==> src/rtl/mmio_timer_pkg.sv <==
// Shared constants for the memory-mapped machine timer: register offsets,
// CTRL/STATUS bit positions, the compare reset value and a byte-lane merge helper.
package mmio_timer_pkg;

    localparam logic [2:0] OFF_MTIME_LO = 3'd0;
    localparam logic [2:0] OFF_MTIME_HI = 3'd1;
    localparam logic [2:0] OFF_CMP_LO   = 3'd2;
    localparam logic [2:0] OFF_CMP_HI   = 3'd3;
    localparam logic [2:0] OFF_CTRL     = 3'd4;
    localparam logic [2:0] OFF_STATUS   = 3'd5;

    localparam int CTRL_EN     = 0;
    localparam int CTRL_IRQ_EN = 1;
    localparam int STATUS_PEND = 0;

    localparam logic [63:0] CMP_RESET = 64'hFFFF_FFFF_FFFF_FFFF;

    function automatic logic [31:0] applyBytes(input logic [31:0] oldVal,
                                               input logic [31:0] wrData,
                                               input logic [3:0]  byteEn);
        logic [31:0] res;
        res = oldVal;
        for (int i = 0; i < 4; i++)
            if (byteEn[i]) res[8*i +: 8] = wrData[8*i +: 8];
        return res;
    endfunction

endpackage

==> src/rtl/mmio_timer_if.sv <==
// Core data-bus port as seen by the timer: read/write strobes, byte lanes,
// address, write data and the OR-able read data return.
interface mmio_timer_if;
    logic        DwReadEnable;
    logic        DwWriteEnable;
    logic [3:0]  DwByteEnable;
    logic [31:0] DwAddress;
    logic [31:0] DwWriteData;
    logic [31:0] DwReadData;

    modport master (output DwReadEnable, DwWriteEnable, DwByteEnable, DwAddress, DwWriteData,
                    input  DwReadData);
    modport slave  (input  DwReadEnable, DwWriteEnable, DwByteEnable, DwAddress, DwWriteData,
                    output DwReadData);
endinterface

==> src/rtl/mmio_timer_prescaler.sv <==
// Tick divider: counts 0..PRESCALE-1 while enabled, holds while disabled,
// and pulses tick for one cycle on the wrap.
module mmio_timer_prescaler #(
    parameter int unsigned PRESCALE = 50
) (
    input  logic iCLK,
    input  logic iRST,
    input  logic enable,
    output logic tick
);
    localparam logic [15:0] LAST = 16'(PRESCALE - 1);

    logic [15:0] cnt;

    assign tick = enable && (cnt == LAST);

    always_ff @(posedge iCLK or negedge iRST) begin
        if (!iRST)
            cnt <= '0;
        else if (enable)
            cnt <= tick ? '0 : cnt + 16'd1;
    end
endmodule

==> src/rtl/mmio_timer.sv <==
// Machine timer on the core data bus: 64-bit mtime/compare, level IRQ.
// MMIO_TIMER_PRESCALER_EN selects one tick per PRESCALE cycles instead of every cycle.
module mmio_timer
    import mmio_timer_pkg::*;
#(
    parameter logic [31:0] BASE_ADDR = 32'hFF20_0500,
    parameter int unsigned PRESCALE  = 50
) (
    input  logic         iCLK,
    input  logic         iRST,
    mmio_timer_if.slave  bus,
    output logic         oIRQ
);
    logic [63:0] mtime, mtimeInc, cmp;
    logic [31:0] shadow;
    logic [1:0]  ctrl;
    logic        pend, tick, en, match;
    logic        sel, wrEn, rdEn;
    logic [2:0]  off;
    logic        unusedAddr;

    assign sel        = (bus.DwAddress[31:5] == BASE_ADDR[31:5]);
    assign off        = bus.DwAddress[4:2];
    assign unusedAddr = ^bus.DwAddress[1:0];
    assign wrEn       = bus.DwWriteEnable & sel;
    assign rdEn       = bus.DwReadEnable & sel;
    assign en         = ctrl[CTRL_EN];

`ifdef MMIO_TIMER_PRESCALER_EN
    mmio_timer_prescaler #(.PRESCALE(PRESCALE)) uPrescaler (
        .iCLK   (iCLK),
        .iRST   (iRST),
        .enable (en),
        .tick   (tick)
    );
`else
    assign tick = en;
`endif

    // Full 64-bit increment first; a CPU write then overlays only its own bytes.
    assign mtimeInc = mtime + 64'(tick);
    assign match    = en && (mtime >= cmp);
    assign oIRQ     = pend & ctrl[CTRL_IRQ_EN];

    always_ff @(posedge iCLK or negedge iRST) begin
        if (!iRST) begin
            mtime  <= '0;
            cmp    <= CMP_RESET;
            ctrl   <= '0;
            shadow <= '0;
            pend   <= 1'b0;
        end else begin
            mtime[31:0]  <= (wrEn && off == OFF_MTIME_LO)
                            ? applyBytes(mtimeInc[31:0], bus.DwWriteData, bus.DwByteEnable)
                            : mtimeInc[31:0];
            mtime[63:32] <= (wrEn && off == OFF_MTIME_HI)
                            ? applyBytes(mtimeInc[63:32], bus.DwWriteData, bus.DwByteEnable)
                            : mtimeInc[63:32];
            if (wrEn && off == OFF_CMP_LO)
                cmp[31:0]  <= applyBytes(cmp[31:0], bus.DwWriteData, bus.DwByteEnable);
            if (wrEn && off == OFF_CMP_HI)
                cmp[63:32] <= applyBytes(cmp[63:32], bus.DwWriteData, bus.DwByteEnable);
            if (wrEn && off == OFF_CTRL && bus.DwByteEnable[0])
                ctrl <= bus.DwWriteData[1:0];
            if (rdEn && off == OFF_MTIME_LO)
                shadow <= mtime[63:32];
            // Set beats W1C when both land in the same cycle.
            if (match)
                pend <= 1'b1;
            else if (wrEn && off == OFF_STATUS && bus.DwByteEnable[0] && bus.DwWriteData[STATUS_PEND])
                pend <= 1'b0;
        end
    end

    always_comb begin
        bus.DwReadData = '0;
        if (sel) begin
            case (off)
                OFF_MTIME_LO: bus.DwReadData = mtime[31:0];
                OFF_MTIME_HI: bus.DwReadData = shadow;
                OFF_CMP_LO:   bus.DwReadData = cmp[31:0];
                OFF_CMP_HI:   bus.DwReadData = cmp[63:32];
                OFF_CTRL:     bus.DwReadData = {30'd0, ctrl};
                OFF_STATUS:   bus.DwReadData = {31'd0, pend};
                default:      bus.DwReadData = '0;
            endcase
        end
    end
endmodule
==> src/flat_wrapper.sv <==
// flat-port wrapper written by rule: the top's interface ports become plain ports
module mmio_timer_flat import mmio_timer_pkg::*;
#(
    parameter logic [31:0] BASE_ADDR = 32'hFF20_0500,
    parameter int unsigned PRESCALE  = 50
)
  (iCLK, iRST, oIRQ, bus_DwReadEnable, bus_DwWriteEnable, bus_DwByteEnable, bus_DwAddress, bus_DwWriteData, bus_DwReadData);
  mmio_timer_if bus_i ();
  input  logic iCLK;
  input  logic iRST;
  output logic oIRQ;
  input wire logic [$bits(bus_i.DwReadEnable)-1:0] bus_DwReadEnable;
  input wire logic [$bits(bus_i.DwWriteEnable)-1:0] bus_DwWriteEnable;
  input wire logic [$bits(bus_i.DwByteEnable)-1:0] bus_DwByteEnable;
  input wire logic [$bits(bus_i.DwAddress)-1:0] bus_DwAddress;
  input wire logic [$bits(bus_i.DwWriteData)-1:0] bus_DwWriteData;
  output wire logic [$bits(bus_i.DwReadData)-1:0] bus_DwReadData;
  assign bus_i.DwReadEnable = bus_DwReadEnable;
  assign bus_i.DwWriteEnable = bus_DwWriteEnable;
  assign bus_i.DwByteEnable = bus_DwByteEnable;
  assign bus_i.DwAddress = bus_DwAddress;
  assign bus_i.DwWriteData = bus_DwWriteData;
  assign bus_DwReadData = bus_i.DwReadData;
  mmio_timer #(.BASE_ADDR(BASE_ADDR), .PRESCALE(PRESCALE)) u_core (.iCLK(iCLK), .iRST(iRST), .bus(bus_i), .oIRQ(oIRQ));
endmodule
==> config.mk <==
export PLATFORM = sky130hd
export DESIGN_NAME = mmio_timer_flat
export DESIGN_NICKNAME = d
export VERILOG_FILES = /design/src/rtl/mmio_timer_pkg.sv /design/src/rtl/mmio_timer_if.sv /design/src/rtl/mmio_timer_prescaler.sv /design/src/rtl/mmio_timer.sv /design/src/flat_wrapper.sv
export SDC_FILE = /design/constraint.sdc
export NUM_CORES = 1
export LEC_CHECK = 0
export BUFFER_PORTS_ARGS = -buffer_cell sky130_fd_sc_hd__buf_4
export CORE_ASPECT_RATIO = 1.1
export CORE_MARGIN = 5
export CORE_UTILIZATION = 30
export CTS_BUF_LIST = sky130_fd_sc_hd__clkbuf_4 sky130_fd_sc_hd__clkbuf_8
export CTS_CLUSTER_SIZE = 14
export DETAILED_ROUTE_END_ITERATION = 6
export GPL_TIMING_DRIVEN = 0
export SYNTH_ARGS = -nofsm -noshare
export SYNTH_HDL_FRONTEND = slang
export SYNTH_SLANG_ARGS = --single-unit
==> constraint.sdc <==
create_clock -name iCLK -period 2.55 [get_ports iCLK]
set_clock_uncertainty 0.2 [all_clocks]
set_input_delay 0.255 -clock iCLK [delete_from_list [all_inputs] [get_ports iCLK]]
set_output_delay 0.255 -clock iCLK [all_outputs]
set_load 0.02 [all_outputs]
## Word-level counts from Yosys, hierarchy flattened

Cells that the tools add are included.

- Word-level logic and storage cells: 58
- Input port bits: 72
- Register bits after elaboration: 163
- Output and inout bits: 33

- Reductions and logical operators: 21
- Magnitude comparators: 1
- Bitwise operators: 3
- Equality and inequality tests: 6
- $add $sub $neg: 1
- Mux-type cells: 14

Operators by type and width:

| operator | count |
|---|---|
| 32-bit case mux with 6 select lines | 1 |
| 32-bit 2-to-1 mux | 3 |
| 64-bit by 1-bit adder with 64-bit output | 1 |
| 64-bit greater-or-equal comparator | 1 |
| 8-bit 2-to-1 mux | 8 |
| 27-bit equality test, second input constant | 1 |
| 2-bit AND reduction | 8 |
| 1-bit logical AND | 11 |
| 3-bit by 2-bit equality test with 1-bit output, second input constant | 2 |
| 3-bit equality test, second input constant | 2 |
| 1-bit bitwise AND | 3 |
| 3-bit by 1-bit equality test with 1-bit output, second input constant | 1 |
| 3-bit logical NOT | 1 |
| 1-bit 2-to-1 mux | 2 |
| 2-bit nonzero test | 1 |

## Depth between registers and ports, before layout

- Word-level depth: 7
- Depth in mapped cells: 10
- Gate-level depth less buffers: 8

## Least setup slack after synthesis

OpenSTA, ideal clock, no wires.

- Path type: input to output
- Start: input port bus_DwAddress[14]
- End: output port bus_DwReadData[10]
- Stages on the path: 8
- Required time: 2.095 ns
- Arrival time: 2.178 ns
- Buffers on the path: 3
- Path slack: -0.083 ns
- Cells stage by stage: nor4b_2 -> nand4_1 -> or4_1 -> buf_2 -> buf_6 -> a21o_1 -> clkbuf_1 -> a21oi_1

- Cells in the longest elaborated chain, start to end: 2

Ends and longest elaborated chain:

| element | line | RTL |
|---|---|---|
| from (decl) | flat_wrapper.sv:15 | `input wire logic [$bits(bus_i.DwAddress)-1:0] bus_DwAddress;` |
| 27-bit equality test | mmio_timer.sv:22 | `assign sel = (bus.DwAddress[31:5] == BASE_ADDR[31:5]);` |
| 32-bit 2-to-1 mux | mmio_timer.sv:77 | `if (sel) begin` |
| to (decl) | flat_wrapper.sv:17 | `output wire logic [$bits(bus_i.DwReadData)-1:0] bus_DwReadData;` |

No other way between the ends.

## Worst setup path in the final report

- Start: input port bus_DwAddress[13]
- End: output port bus_DwReadData[23]

Same word-level chain as after synthesis.

==> results by group <==
Logic synthesis
  – Synthesized Nets: 1171
  – Number of instances in the synthesized netlist: 1033
  – Share of flip-flops with an asynchronous set or reset: 1.00
  – Total standard cell area after synthesis: 9930 um2
  – Distinct cell type count of the synthesized netlist: 55
  – Proportion of synthesized chip area in sequential cells: 0.419
  – Number of enable flip-flop cells after synthesis: 0
  – Cell accounting for the most synthesized area: dfrtp_1
  – Area fraction of the dominant cell type after synthesis: 0.249
  – Flop and latch count out of synthesis: 163
  – Syn avg cell area: 9.62 um2
  – Number of warnings printed during yosys synthesis: 0
  – Biggest area contributors in the synthesized netlist: dfrtp_1 (25%), dfstp_2 (17%), ha_1 (8.3%)
  – Prevailing post-synth register cell: dfrtp_1

Pwr
  – Portion of total power attributed to the clock network: 0.422
  – Worst IR Drop VDD: 270 uV
  – Fraction of power consumed by combinational cells: 0.071
  – Switching power share of the total: 0.245
  – P_int: 3.85 mW
  – Leakage Power: 5.60 nW
  – PwrDens: 388 nW/um2
  – Total net switching power: 1.25 mW
  – Sequential Power Share: 0.507

Detailed routing
  – Antenna Violating Nets Remaining: 0
  – DRC errors left: 0
  – Routed length per instance: 19.4 um
  – DRT iter0 DRCs: 627
  – Overall via count from detail_route: 8513
  – Per-cell via count in the routed design: 5.16
  – First-pass DRT Iterations: 5
  – Sum of routed wire length over all layers: 32.1 mm

Critical path
  – Startpoint type of the worst setup path: input port
  – WP data required: 2.10 ns
  – Peak fanout along the critical path: 7
  – Logic depth of the worst register-to-register path: 7
  – Arrival @ worst endpoint: 2.11 ns
  – Category of the most critical setup path: input port to output pin
  – Critical path endpoint category: output pin

Clock tree
  – Worst-path clk slew: 0.09 ns
  – Number of buffers inserted during clock tree synthesis: 17
  – Clock latency at the later pin of the worst-skew pair: 0.48 ns
  – Clock tree from TritonCTS: built
  – Level count of the clock H-tree: 4
  – Library cell used as clock root buffer: clkbuf_8
  – TritonCTS Sinks: 163
  – Clk buf depth: 2

Layout
  – Area of the multi-input gates: 5890 um2
  – Leading cell types in the layout, fill and taps excluded: nand2_1 (115), dfrtp_1 (96), buf_4 (87)
  – Diode count: 0
  – Post-layout nets: 1343
  – Fraction of layout instances using a drive strength above 1: 0.341
  – Fill cell count: 3210
  – Combined flip-flop and latch cell area: 4160 um2
  – Growth of design area from synthesis to finish: 32.3%
  – Most common cell after layout, fill and taps aside: nand2_1

Timing
  – Least-Margin Pin Slew: 0.745 ns
  – FMAX: 390 MHz
  – Setup repair after global routing missed its margin: true
  – Fin Setup TNS: -0.0329 ns
  – Ratio of final minimum period to clock period: 1.01
  – Fin crit period: 2.56 ns
  – # setup viols final: 6
  – Remaining max-slew budget at the tightest pin: 0.503
  – Final Max Slew Viols: 0
  – Final-report hold violation count: 0
  – Slack of the critical path: -0.0142 ns
  – Worst slack on hold paths: 0.118 ns

GRT
  – GRT Residual Overflow: 0
  – Initial antenna violation count: 0
  – GRT Resource Usage Total: 0.173
  – Pin count of the biggest net entering global routing: 99
  – Wire length of the first global-routing pass: 49.9 mm
  – Number of global-route vias before repair: 8797

Status
  – Violated checks: setup timing
  – Result of the run: finished, violations left

Floorplan
  – Cell Rows: 70
  – Core Region: 33000 um2
  – Die outline area: 36900 um2
  – Starting utilization of the core area: 0.301
  – I/O Pins: 105
  – Die height: 201 um
  – X dimension of the die: 183 um

Placed design
  – Post-DP HPWL: 23.2 mm
  – Buffers added on ports: 101
  – Final estimated routing congestion in global placement: 0.850

Hold path
  – Number of cells traversed by the worst hold path: 4
  – Classification of the worst-slack hold path: input port to register

Job
  – Max-cap violations: 0
worst paths after layout:
| kind | from | end | slack, ns |
|---|---|---|---|
| max | bus_DwAddress[13] | bus_DwReadData[23] | -0.01 |
| min | bus_DwReadEnable | u_core.shadow[0]$_DFFE_PN0P_ | 0.12 |
| max reg2reg | u_core.cmp[0]$_DFFE_PN1P_ | u_core.pend$_DFFE_PN0P_ | 0.03 |
| min reg2reg | u_core.shadow[5]$_DFFE_PN0P_ | u_core.shadow[5]$_DFFE_PN0P_ | 0.30 |
| max in group asynchronous | iRST | u_core.cmp[24]$_DFFE_PN1P_ | 1.10 |
| min in group asynchronous | iRST | u_core.mtime[2]$_DFF_PN0_ | 0.13 |
worst max-delay path, cell delays in order:
cell and delay [ns]:
buf_6 0.09, nor4b_4 0.25, nand4_1 0.11, or4_4 0.59
a21o_4 0.30, clkbuf_16 0.20, a21oi_4 0.15, buf_6 0.14
repair_timing:
item / 4_1_cts / 5_1_grt
gates cloned: 3 / 2
hold buffers: 33 / 0
gates resized for setup: 133 / 74
hold endpoints to repair: 195 / 0
endpoints found under the setup margin: 89 / 98
pin swaps: 12 / 9
setup buffers: 11 / 5
final cells by class:
class	instances	area share
clock inverter	12	0.0137
inverter	80	0.0229
sequential	163	0.317
buffer	40	0.0244
tap	432	0.0411
clock buffer	20	0.0200
multi-input combinational	748	0.449
timing repair buffer	155	0.112
power groups by stage:
| stage | sequential [mW] | combinational [mW] | clock, mW |
|---|---|---|---|
| 3_3_place_gp | 2.63 | 0.280 | 0 |
| 5_1_grt | 2.59 | 0.390 | 2.29 |
| 3_5_place_dp | 2.63 | 0.289 | 0 |
| 2_1_floorplan | 2.64 | 0.0721 | 0 |
| 6_report | 2.59 | 0.360 | 2.15 |
| 4_1_cts | 2.59 | 0.355 | 2.18 |
layer usage:
layer / vias to the layer above / track usage / part of all wire
met3: 63 / 0.0312 / 0.052
met2: 258 / 0.288 / 0.49
met1: 4176 / 0.222 / 0.42
met4: 0 / 0.0668 / 0.034
met5: - / 0 / 0
li1: 4016 / - / -
state kept, by name, summed over array words and instances (netlist names):
signal,cells
u_core.pend,1
u_core.cmp,64
u_core.shadow,32
u_core.ctrl,2
u_core.mtime,64
cell families (layout without fill, tap and decap cells):
group,after synthesis,after routing,synth area share
XOR/XNOR,62,62,0.0547
AO/OA/AOI/OAI,241,241,0.144
AND/OR/NAND/NOR,305,306,0.163
multiplexers,73,73,0.0835
adder cells (fa/ha/maj),66,66,0.0831
buffers and inverters,123,307,0.0532
flip-flops,163,163,0.419
synth_stat cells, types with 7 or more instances:
master	n
a21oi_1	77
nor3_1	28
dfstp_2	64
clkbuf_1	21
buf_4	8
a21o_1	7
ha_1	66
nor4_1	15
nand4_1	23
o21ai_0	74
nor2_1	48
dfrtp_1	99
nor3_4	7
a22oi_1	64
xnor2_1	46
nand2_1	116
nand3_1	26
inv_1	80
mux2_1	11
buf_2	10
mux2_2	60
xor2_1	16
metrics by stage:
stage	worst slack, ns	utilization	instance area [um2]	cells	total power, mW
6_report	-0.0142	0.398	13100	1650	5.10
5_1_grt	-0.102	0.398	13100	1650	5.27
4_1_cts	-0.0802	0.386	12800	1644	5.13
3_5_place_dp	-0.914	0.341	11300	1567	2.92
3_3_place_gp	-0.863	0.340	11200	1566	2.91
2_1_floorplan	-0.0825	-	9930	1033	2.71
(Power assumes the default switching activity.)
